File: src/rtl/lwdo_wb_stream_regs.sv
// lwdo_wb_stream_regs
// Pipelined Wishbone register slave for LWDO. It exposes the MAGIC, CTRL and
// STATUS registers and one pop-on-read DATA register per stream channel.
// Channel c's FIFO head is popped by a read of word 4+c, but only when that
// channel is enabled and holds data.
`timescale 1ns/1ps

module lwdo_wb_stream_regs #(
    parameter int          ADDRESS_WIDTH     = 10,
    parameter int          NCH               = 2,
    parameter logic [31:0] MAGIC             = 32'h4C57444F,
    parameter logic [31:0] DEFAULT_READ_DATA = 32'hDEADBEEF,
    parameter logic [31:0] EMPTY_DATA        = 32'h00000000,
    parameter int          SOFT_RST_CYCLES   = 4
) (
    input  logic                     i_clk,
    input  logic                     i_rst,
    input  logic                     i_wb_cyc,
    input  logic                     i_wb_stb,
    output logic                     o_wb_stall,
    output logic                     o_wb_ack,
    input  logic                     i_wb_we,
    input  logic [ADDRESS_WIDTH-1:0] i_wb_adr,
    input  logic [31:0]              i_wb_dat,
    input  logic [3:0]               i_wb_sel,
    output logic [31:0]              o_wb_dat,
    input  logic [32*NCH-1:0]        i_str_data,
    input  logic [NCH-1:0]           i_str_valid,
    output logic [NCH-1:0]           o_str_rd,
    output logic [NCH-1:0]           o_ch_en,
    output logic                     o_soft_rst
);

    localparam int WW = ADDRESS_WIDTH - 2;
    localparam int CW = (NCH > 1) ? $clog2(NCH) : 1;
    localparam int SW = $clog2(SOFT_RST_CYCLES + 1);

    logic              w_accept;
    logic              w_rdAccept;
    logic              w_wrAccept;
    logic [WW-1:0]     w_word;
    logic              w_isMagic;
    logic              w_isCtrl;
    logic              w_isStatus;
    logic              w_isData;
    logic [CW-1:0]     w_ch;
    logic [31:0]       w_byteMask;
    logic [31:0]       w_wrBits;
    logic [31:0]       w_ctrlRd;
    logic [31:0]       w_statusRd;
    logic [31:0]       w_head;
    logic [31:0]       w_rdData;
    logic [NCH-1:0]    w_pop;
    logic [NCH-1:0]    w_uflowHit;
    logic [NCH-1:0]    w_uflowClr;
    logic [NCH-1:0]    w_enNext;
    logic              w_unused;

    logic              r_ack;
    logic [31:0]       r_wbDat;
    logic [NCH-1:0]    r_chEn;
    logic [NCH-1:0]    r_uflow;
    logic [NCH-1:0]    r_uflowPend;
    logic [SW-1:0]     r_softCnt;

    assign w_accept   = i_wb_cyc & i_wb_stb;
    assign w_rdAccept = w_accept & ~i_wb_we;
    assign w_wrAccept = w_accept & i_wb_we;

    assign w_word     = i_wb_adr[ADDRESS_WIDTH-1:2];
    assign w_isMagic  = (w_word == WW'(0));
    assign w_isCtrl   = (w_word == WW'(1));
    assign w_isStatus = (w_word == WW'(2));
    assign w_isData   = (w_word >= WW'(4)) && (w_word < WW'(4 + NCH));
    assign w_ch       = CW'(w_word - WW'(4));

    assign w_byteMask = {{8{i_wb_sel[3]}}, {8{i_wb_sel[2]}}, {8{i_wb_sel[1]}}, {8{i_wb_sel[0]}}};
    assign w_wrBits   = i_wb_dat & w_byteMask;
    assign w_enNext   = (r_chEn & ~w_byteMask[16 +: NCH]) | w_wrBits[16 +: NCH];
    assign w_uflowClr = (w_wrAccept && w_isStatus) ? w_wrBits[16 +: NCH] : '0;

    assign w_ctrlRd   = (32'(r_chEn) << 16) | {31'd0, o_soft_rst};
    assign w_statusRd = (32'(r_uflow) << 16) | 32'(i_str_valid & r_chEn);

    assign w_unused   = &{1'b0, i_wb_adr[1:0], w_wrBits};

    // Select the addressed channel: head word and pop when it has data, underflow when enabled but empty
    always_comb begin
        w_pop      = '0;
        w_uflowHit = '0;
        w_head     = EMPTY_DATA;
        for (int c = 0; c < NCH; c++) begin
            if (w_isData && (w_ch == CW'(c))) begin
                if (r_chEn[c] && i_str_valid[c]) begin
                    w_head   = i_str_data[32*c +: 32];
                    w_pop[c] = 1'b1;
                end else if (r_chEn[c]) begin
                    w_uflowHit[c] = 1'b1;
                end
            end
        end
    end

    // Read data multiplexer over the word map
    always_comb begin
        w_rdData = DEFAULT_READ_DATA;
        if (w_isMagic) begin
            w_rdData = MAGIC;
        end else if (w_isCtrl) begin
            w_rdData = w_ctrlRd;
        end else if (w_isStatus) begin
            w_rdData = w_statusRd;
        end else if (w_isData) begin
            w_rdData = w_head;
        end
    end

    // Bus ack and registered read data, one cycle after accept
    always_ff @(posedge i_clk) begin
        if (i_rst) begin
            r_ack   <= 1'b0;
            r_wbDat <= 32'd0;
        end else begin
            r_ack <= w_accept;
            if (w_rdAccept) begin
                r_wbDat <= w_rdData;
            end
        end
    end

    // Channel enables, byte-lane masked CTRL writes
    always_ff @(posedge i_clk) begin
        if (i_rst) begin
            r_chEn <= '0;
        end else if (w_wrAccept && w_isCtrl) begin
            r_chEn <= w_enNext;
        end
    end

    // Soft-reset timer: writing a 1 (re)loads it, otherwise it counts down to zero
    always_ff @(posedge i_clk) begin
        if (i_rst) begin
            r_softCnt <= '0;
        end else if (w_wrAccept && w_isCtrl && w_wrBits[0]) begin
            r_softCnt <= SW'(SOFT_RST_CYCLES);
        end else if (r_softCnt != '0) begin
            r_softCnt <= r_softCnt - SW'(1);
        end
    end

    // Sticky underflow flags; the set lands one cycle after the read so it can meet a W1C and win
    always_ff @(posedge i_clk) begin
        if (i_rst) begin
            r_uflowPend <= '0;
            r_uflow     <= '0;
        end else begin
            r_uflowPend <= w_rdAccept ? w_uflowHit : '0;
            r_uflow     <= (r_uflow & ~w_uflowClr) | r_uflowPend;
        end
    end

    assign o_wb_stall = 1'b0;
    assign o_wb_ack   = r_ack & i_wb_cyc;
    assign o_wb_dat   = r_wbDat;
    assign o_str_rd   = w_pop & {NCH{w_rdAccept & ~i_rst}};
    assign o_ch_en    = r_chEn;
    assign o_soft_rst = (r_softCnt != '0);

endmodule
File: config.mk
export PLATFORM = sky130hd
export DESIGN_NAME = lwdo_wb_stream_regs
export DESIGN_NICKNAME = d
export VERILOG_FILES = /design/src/rtl/lwdo_wb_stream_regs.sv
export SDC_FILE = /design/constraint.sdc
export NUM_CORES = 1
export LEC_CHECK = 0
export BUFFER_PORTS_ARGS = -buffer_cell sky130_fd_sc_hd__clkbuf_2
export CAP_MARGIN = 20
export CORE_ASPECT_RATIO = 0.7
export CORE_MARGIN = 2
export CORE_UTILIZATION = 35
export CTS_CLUSTER_SIZE = 28
export DETAILED_ROUTE_END_ITERATION = 16
export GPL_TIMING_DRIVEN = 0
export HOLD_SLACK_MARGIN = 0.02
export PLACE_DENSITY = 0.74
export RECOVER_POWER = 50
export SKIP_CTS_REPAIR_TIMING = 1
export SYNTH_ARGS = -nofsm -noshare
export SYNTH_HDL_FRONTEND = slang
export SYNTH_SLANG_ARGS = --single-unit
File: constraint.sdc
create_clock -name i_clk -period 1.4 [get_ports i_clk]
set_clock_uncertainty 0.05 [all_clocks]
set_input_delay 0.14 -clock i_clk [delete_from_list [all_inputs] [get_ports i_clk]]
set_output_delay 0.14 -clock i_clk [all_outputs]
set_load 0.01 [all_outputs]
## Yosys cells after proc, flatten, opt, wreduce, memory -nomap -nowiden

Cells that the tools add are included.
Widths: inputs -> output; s select.

| word-level totals | value |
|---|---|
| register bits after elaboration | 42 |
| bits in latches | 0 |
| bits in writable memories | 0 |
| memory bits (read-only) | 0 |
| input bits | 117 |
| word-level logic and storage cells | 67 |
| memories | 0 |

| cells by class | value |
|---|---|
| add/sub/neg operators | 2 |
| $mul | 0 |
| div/mod/pow operators | 0 |
| magnitude comparators | 2 |
| equality and inequality tests | 2 |
| shift-type cells | 0 |
| mux-type cells | 17 |
| bitwise gates (word level) | 22 |
| reductions and logical operators | 14 |

Operators by type and width:

| operator | number |
|---|---|
| $mux 32 | 8 |
| $and 18x18->18 | 1 |
| $or 18x1->18 | 1 |
| $or 18x2->18 | 1 |
| $and 2x2->2 | 4 |
| $eq 8x1->1 const B | 1 |
| $eq 8x2->1 const B | 1 |
| $ge 8x3->1 const B | 1 |
| $logic_and 1x1->1 | 8 |
| $logic_not 8->1 | 1 |
| $lt 8x3->1 const B | 1 |
| $reduce_or 4->1 | 2 |
| $mux 1 | 6 |
| $mux 3 | 2 |
| $not 1->1 | 6 |
| $and 1x1->1 | 5 |
| $not 2->2 | 2 |
| $or 2x2->2 | 2 |
| $reduce_bool 3->1 | 1 |
| $sub 3x1->3 const B | 1 |
| $mux 2 | 1 |
| $reduce_bool 2->1 | 1 |
| $reduce_or 2->1 | 1 |
| $sub 1x1->1 const B | 1 |

## Longest topological paths before layout

Gate-level depths: netlist of the first run.

| logic depth | value |
|---|---|
| depth after elaboration | 10 |
| gate-level depth with buffers | 7 |
| gate-level depth less buffers | 7 |

## Least setup slack after synthesis of the first run

No wires, ideal clock.

| timing path | value |
|---|---|
| path type | input to output |
| from | in i_wb_adr[6] |
| to | out o_str_rd[1] |
| arrival time | 1440 ps |
| slack | -230 ps |
| stages on the path | 5 |
| path through | nor4_4 > nand3_4 > or3_1 > buf_6 > nor2b_1 |

| on the way | value |
|---|---|
| longest elaborated chain between the ends | 5 |
| elaborated cells between the ends (all ways) | 6 |
| classes of those cells | order compare (2); mux (1); bitwise (1); reduce/logical (2) |

Ends and longest elaborated chain:

| element | RTL line | source |
|---|---|---|
| start, declared | 23 | `input logic [ADDRESS_WIDTH-1:0] i_wb_adr,` |
| $ge 8x3->1 or $lt 8x3->1 (tied branches) | 74 | `assign w_isData = (w_word >= WW'(4)) && (w_word < WW'(4 + NCH));` |
| $logic_and 1x1->1 (*) | 74 |  |
| $logic_and 1x1->1 (*) | 93 | `if (w_isData && (w_ch == CW'(c))) begin` |
| $mux 1 (*) | 93 |  |
| $and 2x2->2 (*) | 165 | `assign o_str_rd = w_pop & {NCH{w_rdAccept & ~i_rst}};` |
| end, declared | 29 | `output logic [NCH-1:0] o_str_rd,` |

Mark *: on every way between the ends. The rest lies on a longest branch, timed or not.

## Worst setup path in the final report of the first run

Ends and elaborated chain as after synthesis.

==> impl_metrics.toml, run 1 <==
[detailed_routing]
vias = 2406
via_per_inst = 5.13
firstDrtPassIters = 4
wl_per_cell_um = 14.8
drt_iter0_drc = 131
wirelength_um = 6960
drc = 0
postRouteAntennaNets = 0

[pwr]
intPower_uw = 2120
ir_worst_vdd_uv = 479
leakage_uw = 0.00145
p_total_uw = 2950
clkPwrFrac = 0.266
pwr-share-seq = 0.448
combPwrFrac = 0.285
swShare = 0.283
power_density_mw_per_mm2 = 895
switching_power_uw = 836

[die]
rows = 23
num_io_pins = 156
start_util = 0.362
coreArea_sq_mm = 0.00570
dieWidth_um = 95.7
dieArea_sq_mm = 0.00653
die_y_um = 68.2

[synth]
synth_fa_ha_area_frac = 0.0182
synth_compound_area_frac = 0.294
yosys-top-cells-area = "dfxtp_1, a221oi_1, nand2_1"
syn_area_per_cell_sq_um = 8.48
synth_top_family_by_area = "compound AO/OA/AOI/OAI gates"
syn-cell-area_sq_mm = 0.00206
ys_seq_area_frac = 0.408
yosysTopAreaCell = "dfxtp_1"
ys_ff_latch = 42
yosys.area_share.simple = 0.196
synth_top_area_share = 0.408
yosys_warnings = 0
synth_xor_area_frac = 0.00850
synthesis.instances = 243
ys_dominant_reg_cell = "dfxtp_1"
ys_async_sr_fraction = 0
syn-num-nets = 363
synth.area.mux_share = 0.00971
synth_edf_count = 0
ys_types = 41

[clock_tree]
h-tree-depth = 2
cts_buffer_depth = 2
cts_tree = "done"
numCtsBuffers = 5
root_buffer = "clkbuf_8"
clkSinkCount = 42
clk_latency_ns = 0.29
clkTransAtPathRegs_ns = 0.07

[critical_path]
ff2ff_path_depth = 6
endpoint_kind = "output port"
path_depth = 8
startpoint_type = "primary input"
crit_slowest_cell = "or3_4"
crit_buf_inv = 4
crit_family = "simple AND/OR/NAND/NOR gates"
slowest_delay_ns = 0.34
cp_cell_sequence = "buf_6, nor4_4, buf_6, nand3_4, or3_4, buf_8, nor2b_4, buf_6"
cp_common_cell = "buf_6"
r2r_end = "o_wb_dat[3]"
critical_path_arrival_ns = 1.45
cp.required_ns = 1.21
rrSetupSlack_ns = -0.10
critPathMaxFanout = 7
crit_type = "primary input to output port"

[global_route]
gr-total-overflow = 0
grt_pass1_vias = 2003
grt_max_degree = 13
grt.total_usage = 0.196
antenna_found_initial = 0
grt_pass1_wl_um = 9690

[placed_design]
dpl.hpwl_um = 5150
dpl-instance-area_sq_mm = 0.00280
io_buffer_count = 121
place_congestion = 0.772

[sta]
fin_crit_ns = 1.64
slew_viol_final = 0
post-route-period-util = 1.17
setup_tns_ns = -1.45
clock.fmax_mhz = 609
grt_setup_unrepaired = "true"
setup_viol = 20
finalHoldViolations = 0
worst_slack_ns = -0.243

[cells_and_area]
insertedDiodeCount = 0
final_cell_mix = "clkbuf_2, dfxtp_1, clkbuf_1"
final_util = 0.579
drive_above_1_share = 0.439
final_common_cell = "clkbuf_2"
final_cell_area_sq_mm = 0.00330
layout.nets = 513
syn_to_final_growth_pct = 60.2

[status]
status = "finished, violations left"
violations = "negative setup slack"

[hold_path]
holdPathStages = 3
min-delay-start = "i_wb_dat[16]"
min_path_type = "primary input to register"

[job]
drv_cap = 0
-- worst max-delay path by stage --
stage | startpoint | to
3_3_place_gp | i_wb_adr[9] | o_str_rd[1]
6_report | i_wb_adr[6] | o_str_rd[1]
2_1_floorplan | i_wb_adr[9] | o_str_rd[0]
5_1_grt | i_wb_adr[6] | o_str_rd[1]
4_1_cts | i_wb_adr[9] | o_str_rd[1]
3_5_place_dp | i_wb_adr[9] | o_str_rd[1]
-- metal layers --
layer | share of wire | vias up | GRT usage
met1 | 0.45 | 1112 | 0.273
li1 | - | 1212 | -
met5 | 0 | - | 0
met4 | 0.0024 | 0 | 0.0393
met3 | 0.073 | 2 | 0.0485
met2 | 0.47 | 80 | 0.309
-- kinds of logic after synthesis --
| group | Yosys count |
|---|---|
| AO/OA/AOI/OAI | 91 |
| AND/OR/NAND/NOR | 71 |
| flip-flops | 42 |
| buffers and inverters | 31 |
| adder cells (fa/ha/maj) | 3 |
| XOR/XNOR | 2 |
| multiplexers | 2 |
| other | 1 |
-- stage by stage --
stage	hold slack, ns	cells	setup slack [ns]
final	0.0659	469	-0.243
after global routing	0.0649	469	-0.280
after CTS	-0.00137	447	-0.615
after detailed placement	0.308	439	-0.616
after global placement	0.298	439	-0.579
after floorplan	0.160	243	-0.176
-- cells in the mapped netlist (2+ instances only) --
cell type / number
nand3_1: 2
nand2_1: 27
and3_1: 2
inv_1: 11
or3_1: 4
nor2_1: 11
a221oi_1: 24
nor3_1: 4
dfxtp_1: 42
nor4_4: 2
clkbuf_1: 15
a22oi_1: 9
mux2i_1: 2
o21ai_1: 6
o21ai_0: 18
o22ai_1: 10
nand3b_1: 2
buf_2: 2
a21oi_1: 15
o221ai_1: 2
a31oi_1: 3
ha_1: 3
and4_1: 2
and2_1: 6
and3b_1: 2
nand4_1: 2
-- area by class of cell --
| type | instances | area (sq um) |
|---|---|---|
| fill | 578 | 2400 |
| multi-input combinational | 170 | 1270 |
| sequential | 42 | 848 |
| timing repair buffer | 144 | 791 |
| buffer | 19 | 165 |
| tap | 75 | 93.8 |
| clock buffer | 7 | 86.3 |
| inverter | 11 | 41.3 |
| clock inverter | 1 | 5.00 |
-- flip-flops by register name (all words and copies together), names as in the netlist, named ones only --
name / count
r_softCnt: 3
r_uflowPend: 2
o_wb_dat: 32
r_ack: 1
r_uflow: 2
-- worst register-to-register path, delay by kind of cell, from the launching register on --
| family | cells | cell delay, ns |
|---|---|---|
| and+or+nand+nor | 1 | 0.18 |
| buffers and inverters | 3 | 0.39 |
| DFF | 1 | 0.35 |
| AOI/OAI and AO/OA | 2 | 0.40 |
-- power by group through the flow --
stage | registers [uW] | logic (uW) | clock network [uW]
floorplan | 1360 | 309 | 0
global placement | 1340 | 572 | 0
detailed placement | 1350 | 595 | 0
CTS | 1320 | 599 | 823
global route | 1340 | 917 | 892
finish | 1320 | 842 | 787
(Power assumes the default switching activity.)
==> inputs of run 2 (changes only) <==
--- a/config.mk
+++ b/config.mk
@@ -16,6 +16,7 @@
 export HOLD_SLACK_MARGIN = 0.02
 export PLACE_DENSITY = 0.74
 export RECOVER_POWER = 50
+export SETUP_SLACK_MARGIN = 0.02
 export SKIP_CTS_REPAIR_TIMING = 1
 export SYNTH_ARGS = -nofsm -noshare
 export SYNTH_HDL_FRONTEND = slang
==> run 2 against run 1 <==
Effect of this change: the flow still finishes with violations (negative setup slack); final cell count up 0.64%; core utilization up 4.5 points; wire length increased by 8.8%; first-iteration DRC count is 14% lower; global-route usage decreased by 0.12 points; non-clock buffer count is 3 higher; sequential power about the same; critical path depth shrank 1; cell area up 7.8%; hold slack got worse by 0.048 ns; largest cell class unchanged; largest power group unchanged; highest routed layer unchanged.
==> impl_metrics.toml, run 2 (same netlist as run 1, synthesis figures left out) <==
[status]
status = "finished, violations left"
violations = "negative setup slack"

[placed_design]
dpl.hpwl_um = 5190
place_congestion = 0.814
place_ws_ns = -0.562
dpl-instance-area_sq_mm = 0.00280
io_buffer_count = 121

[detailed_routing]
wirelength_um = 7570
postRouteAntennaNets = 0
wl_per_cell_um = 16.0
via_per_inst = 5.29
firstDrtPassIters = 4
drc = 0
drt_iter0_drc = 113
vias = 2497

[clock_tree]
numCtsBuffers = 5
h-tree-depth = 2
root_buffer = "clkbuf_8"
clk_latency_ns = 0.29
clkSinkCount = 42
clkTransAtPathRegs_ns = 0.08
cts_buffer_depth = 2
cts_tree = "done"

[critical_path]
cp.required_ns = 1.21
critPathMaxFanout = 7
startpoint_type = "primary input"
crit_type = "primary input to output port"
endpoint_kind = "output port"
critical_path_arrival_ns = 1.45

[sta]
slew_viol_final = 0
fin_crit_ns = 1.64
setup_tns_ns = -1.26
grt_setup_unrepaired = "true"
finalHoldViolations = 0
worst_slack_ns = -0.243
setup_viol = 20
post-route-period-util = 1.17
clock.fmax_mhz = 609

[pwr]
ir_worst_vdd_uv = 403
p_total_uw = 3030
leakage_uw = 0.00154
power_density_mw_per_mm2 = 852

[hold_path]
min_path_type = "primary input to register"

[die]
coreArea_sq_mm = 0.00570
die_y_um = 68.2
dieArea_sq_mm = 0.00653
rows = 23
num_io_pins = 156
dieWidth_um = 95.7
start_util = 0.362

[cells_and_area]
fill_cells = 519
drive_above_1_share = 0.486
largest_reg_flops = 32
final_util = 0.624
syn_to_final_growth_pct = 72.6
layout.nets = 516
final_cell_mix = "clkbuf_2, dfxtp_1, clkbuf_1"
final_common_cell = "clkbuf_2"
final_cell_area_sq_mm = 0.00356
insertedDiodeCount = 0

[job]
drv_cap = 0

[global_route]
grt_pass1_wl_um = 9740
gr-total-overflow = 0
grt_pass1_vias = 2056
grt.total_usage = 0.194
antenna_found_initial = 0
grt_max_degree = 15
-- run 2: power breakdown --
group	switching [uW]	internal [uW]	total (uW)
clock network	458	351	809
registers	47.2	1280	1320
logic	429	469	898
-- run 2: worst paths after layout --
check            startpoint        endpoint  slack (ns)  depth (start not counted)
max             i_wb_adr[6]     o_str_rd[0]       -0.24                          7
min          i_str_valid[0]  r_uflowPend[0]        0.02                          2
max reg2reg        register    o_wb_dat[22]       -0.09                          6
min reg2reg  r_uflowPend[1]      r_uflow[1]        0.39                          2
-- run 2: critical path, cell delays in order --
cell and delay, ns:
buf_6 0.10, nor4_4 0.40, nand3_4 0.12, or3_4 0.35, buf_8 0.15, nor2_4 0.10
buf_6 0.10
-- run 2: area by class of cell --
class	count	area (sq um)	area share
Clock buffer	5	68.8	0.0193
Inverter	11	41.3	0.0116
Multi-Input combinational cell	170	1390	0.391
Tap cell	75	93.8	0.0264
Buffer	19	195	0.0549
Sequential cell	42	851	0.239
Clock inverter	3	21.3	0.00598
Timing Repair Buffer	147	896	0.252
-- run 2: metal layers --
layer,GRT usage,wire length [um],share of wire,up-vias
li1,-,-,-,1226
met1,0.277,3490,0.46,1161
met2,0.302,3500,0.46,103
met3,0.0452,542,0.072,7
met4,0.0375,41,0.0054,0
met5,0,0,0,-
-- run 2: per-stage QoR --
| step | std cells | hold WS, ns |
|---|---|---|
| after detailed placement | 439 | 0.292 |
| after CTS | 447 | -0.0204 |
| final | 472 | 0.0181 |
| after global placement | 439 | 0.287 |
| after floorplan | 243 | 0.160 |
| after global routing | 472 | 0.0109 |
==> inputs of run 3 (changes only) <==
--- a/config.mk
+++ b/config.mk
@@ -9,12 +9,12 @@
 export CAP_MARGIN = 20
 export CORE_ASPECT_RATIO = 0.7
 export CORE_MARGIN = 2
-export CORE_UTILIZATION = 35
+export CORE_UTILIZATION = 36
 export CTS_CLUSTER_SIZE = 28
 export DETAILED_ROUTE_END_ITERATION = 16
 export GPL_TIMING_DRIVEN = 0
 export HOLD_SLACK_MARGIN = 0.02
-export PLACE_DENSITY = 0.74
+export PLACE_DENSITY = 0.76
 export RECOVER_POWER = 50
 export SETUP_SLACK_MARGIN = 0.02
 export SKIP_CTS_REPAIR_TIMING = 1
==> run 3 against run 2 <==
Effect of this change: critical path type is now register to output port; core utilization decreased by 4.0 points; sequential share of layout area grew 2.0 points; largest power group unchanged; worst setup slack improved by 0.072 ns; the flow still finishes with violations (negative setup slack); critical endpoint is now o_str_rd[1].
==> impl_metrics.toml, run 3 (same netlist as run 1, synthesis figures left out) <==
[status]
status = "finished, violations left"
violations = "negative setup slack"

[sta]
clock.fmax_mhz = 637
post-route-period-util = 1.12
worst_slack_ns = -0.170
holdWs_ns = 0.0303
fin_crit_ns = 1.57
grt_setup_unrepaired = "true"
finalHoldViolations = 0
slew_viol_final = 0
setup_viol = 9

[placed_design]
dpl-instance-area_sq_mm = 0.00280
place_congestion = 0.833
dpl.hpwl_um = 5070
place_ws_ns = -0.571
dpl.cell_count = 439
io_buffer_count = 121

[pwr]
power_density_mw_per_mm2 = 915
leakage_uw = 0.00150
combPwrFrac = 0.288
p_total_uw = 3000
clkPwrFrac = 0.270
ir_worst_vdd_uv = 481
swShare = 0.293
switching_power_uw = 877
pwr-share-seq = 0.442
intPower_uw = 2120

[global_route]
grt.total_usage = 0.191
grt_pass1_vias = 1993
grt_max_degree = 14
gr-total-overflow = 0
antenna_found_initial = 0
grt_pass1_wl_um = 9410

[detailed_routing]
postRouteAntennaNets = 0
drt_iter0_drc = 155
wirelength_um = 6980
wl_per_cell_um = 15.0
via_per_inst = 5.24
drc = 0
firstDrtPassIters = 4
vias = 2431

[hold_path]
min_path_type = "primary input to register"
min-delay-start = "i_str_valid[0]"

[critical_path]
endpoint_kind = "output port"
critPathMaxFanout = 10
cp.required_ns = 1.21
crit_type = "register to output port"
startpoint_type = "register"
critical_path_arrival_ns = 1.38

[cells_and_area]
insertedDiodeCount = 0
largest_reg_flops = 32
syn_to_final_growth_pct = 59.0
final_cell_area_sq_mm = 0.00328
final_cell_mix = "clkbuf_2, dfxtp_1, nand2_1"
drive_above_1_share = 0.494
layout.nets = 508
final_common_cell = "clkbuf_2"
final_cell_count_no_fill = 464

[clock_tree]
numCtsBuffers = 5
root_buffer = "clkbuf_8"
clkTransAtPathRegs_ns = 0.07
cts_tree = "done"
cts_buffer_depth = 2
clk_latency_ns = 0.28
clkSinkCount = 42
h-tree-depth = 2

[die]
dieWidth_um = 94.4
rows = 23
coreArea_sq_mm = 0.00561
die_y_um = 67.3
start_util = 0.367
dieArea_sq_mm = 0.00636
num_io_pins = 156

[job]
drv_cap = 0
[run 3: cell types whose count changed in the layout (fill, tap and decap cells not counted), sizes merged]
cell    delta
buf        -5
clkbuf     -2
clkinv     -1
[run 3: final timing paths]
| path | end | slack (ns) | cells past startpoint |
|---|---|---|---|
| max | o_str_rd[1] | -0.17 | 5 |
| min | r_uflowPend[0] | 0.03 | 2 |
| max reg2reg | o_wb_dat[27] | -0.10 | 5 |
| min reg2reg | r_uflow[1] | 0.39 | 2 |
[run 3: critical path, stage by stage, from the launching register on]
cell     delay [ns]
dfxtp_4        0.37
and3_4         0.24
buf_8          0.12
buf_8          0.13
nor2b_4        0.14
buf_6          0.10
[run 3: power groups by stage]
stage | logic, uW | clock network, uW | registers [uW]
floorplan | 309 | 0 | 1360
global placement | 570 | 0 | 1340
detailed placement | 586 | 0 | 1350
CTS | 590 | 825 | 1320
global route | 943 | 872 | 1330
finish | 864 | 810 | 1320
[run 3: per-stage QoR]
stage,TNS [ns],util
CTS,-7.77,0.516
floorplan,-2.11,-
detailed placement,-16.91,0.499
global route,-1.58,0.584
finish,-0.571,0.584
global placement,-15.90,0.499
[run 3: final cells by class]
cell class | count | area, sq um
clock buffer | 6 | 82.6
tap | 75 | 93.8
clock inverter | 2 | 12.5
buffer | 18 | 144
inverter | 11 | 41.3
fill | 560 | 2330
multi-input combinational | 170 | 1300
sequential | 42 | 851
timing repair buffer | 140 | 751
[run 3: metal layers]
| layer | up-vias | track usage | routed length [um] | part of all wire |
|---|---|---|---|---|
| li1 | 1199 | - | - | - |
| met1 | 1121 | 0.273 | 3230 | 0.46 |
| met4 | 0 | 0.0380 | 71 | 0.010 |
| met3 | 10 | 0.0368 | 472 | 0.068 |
| met2 | 101 | 0.301 | 3210 | 0.46 |
| met5 | - | 0 | 0 | 0 |
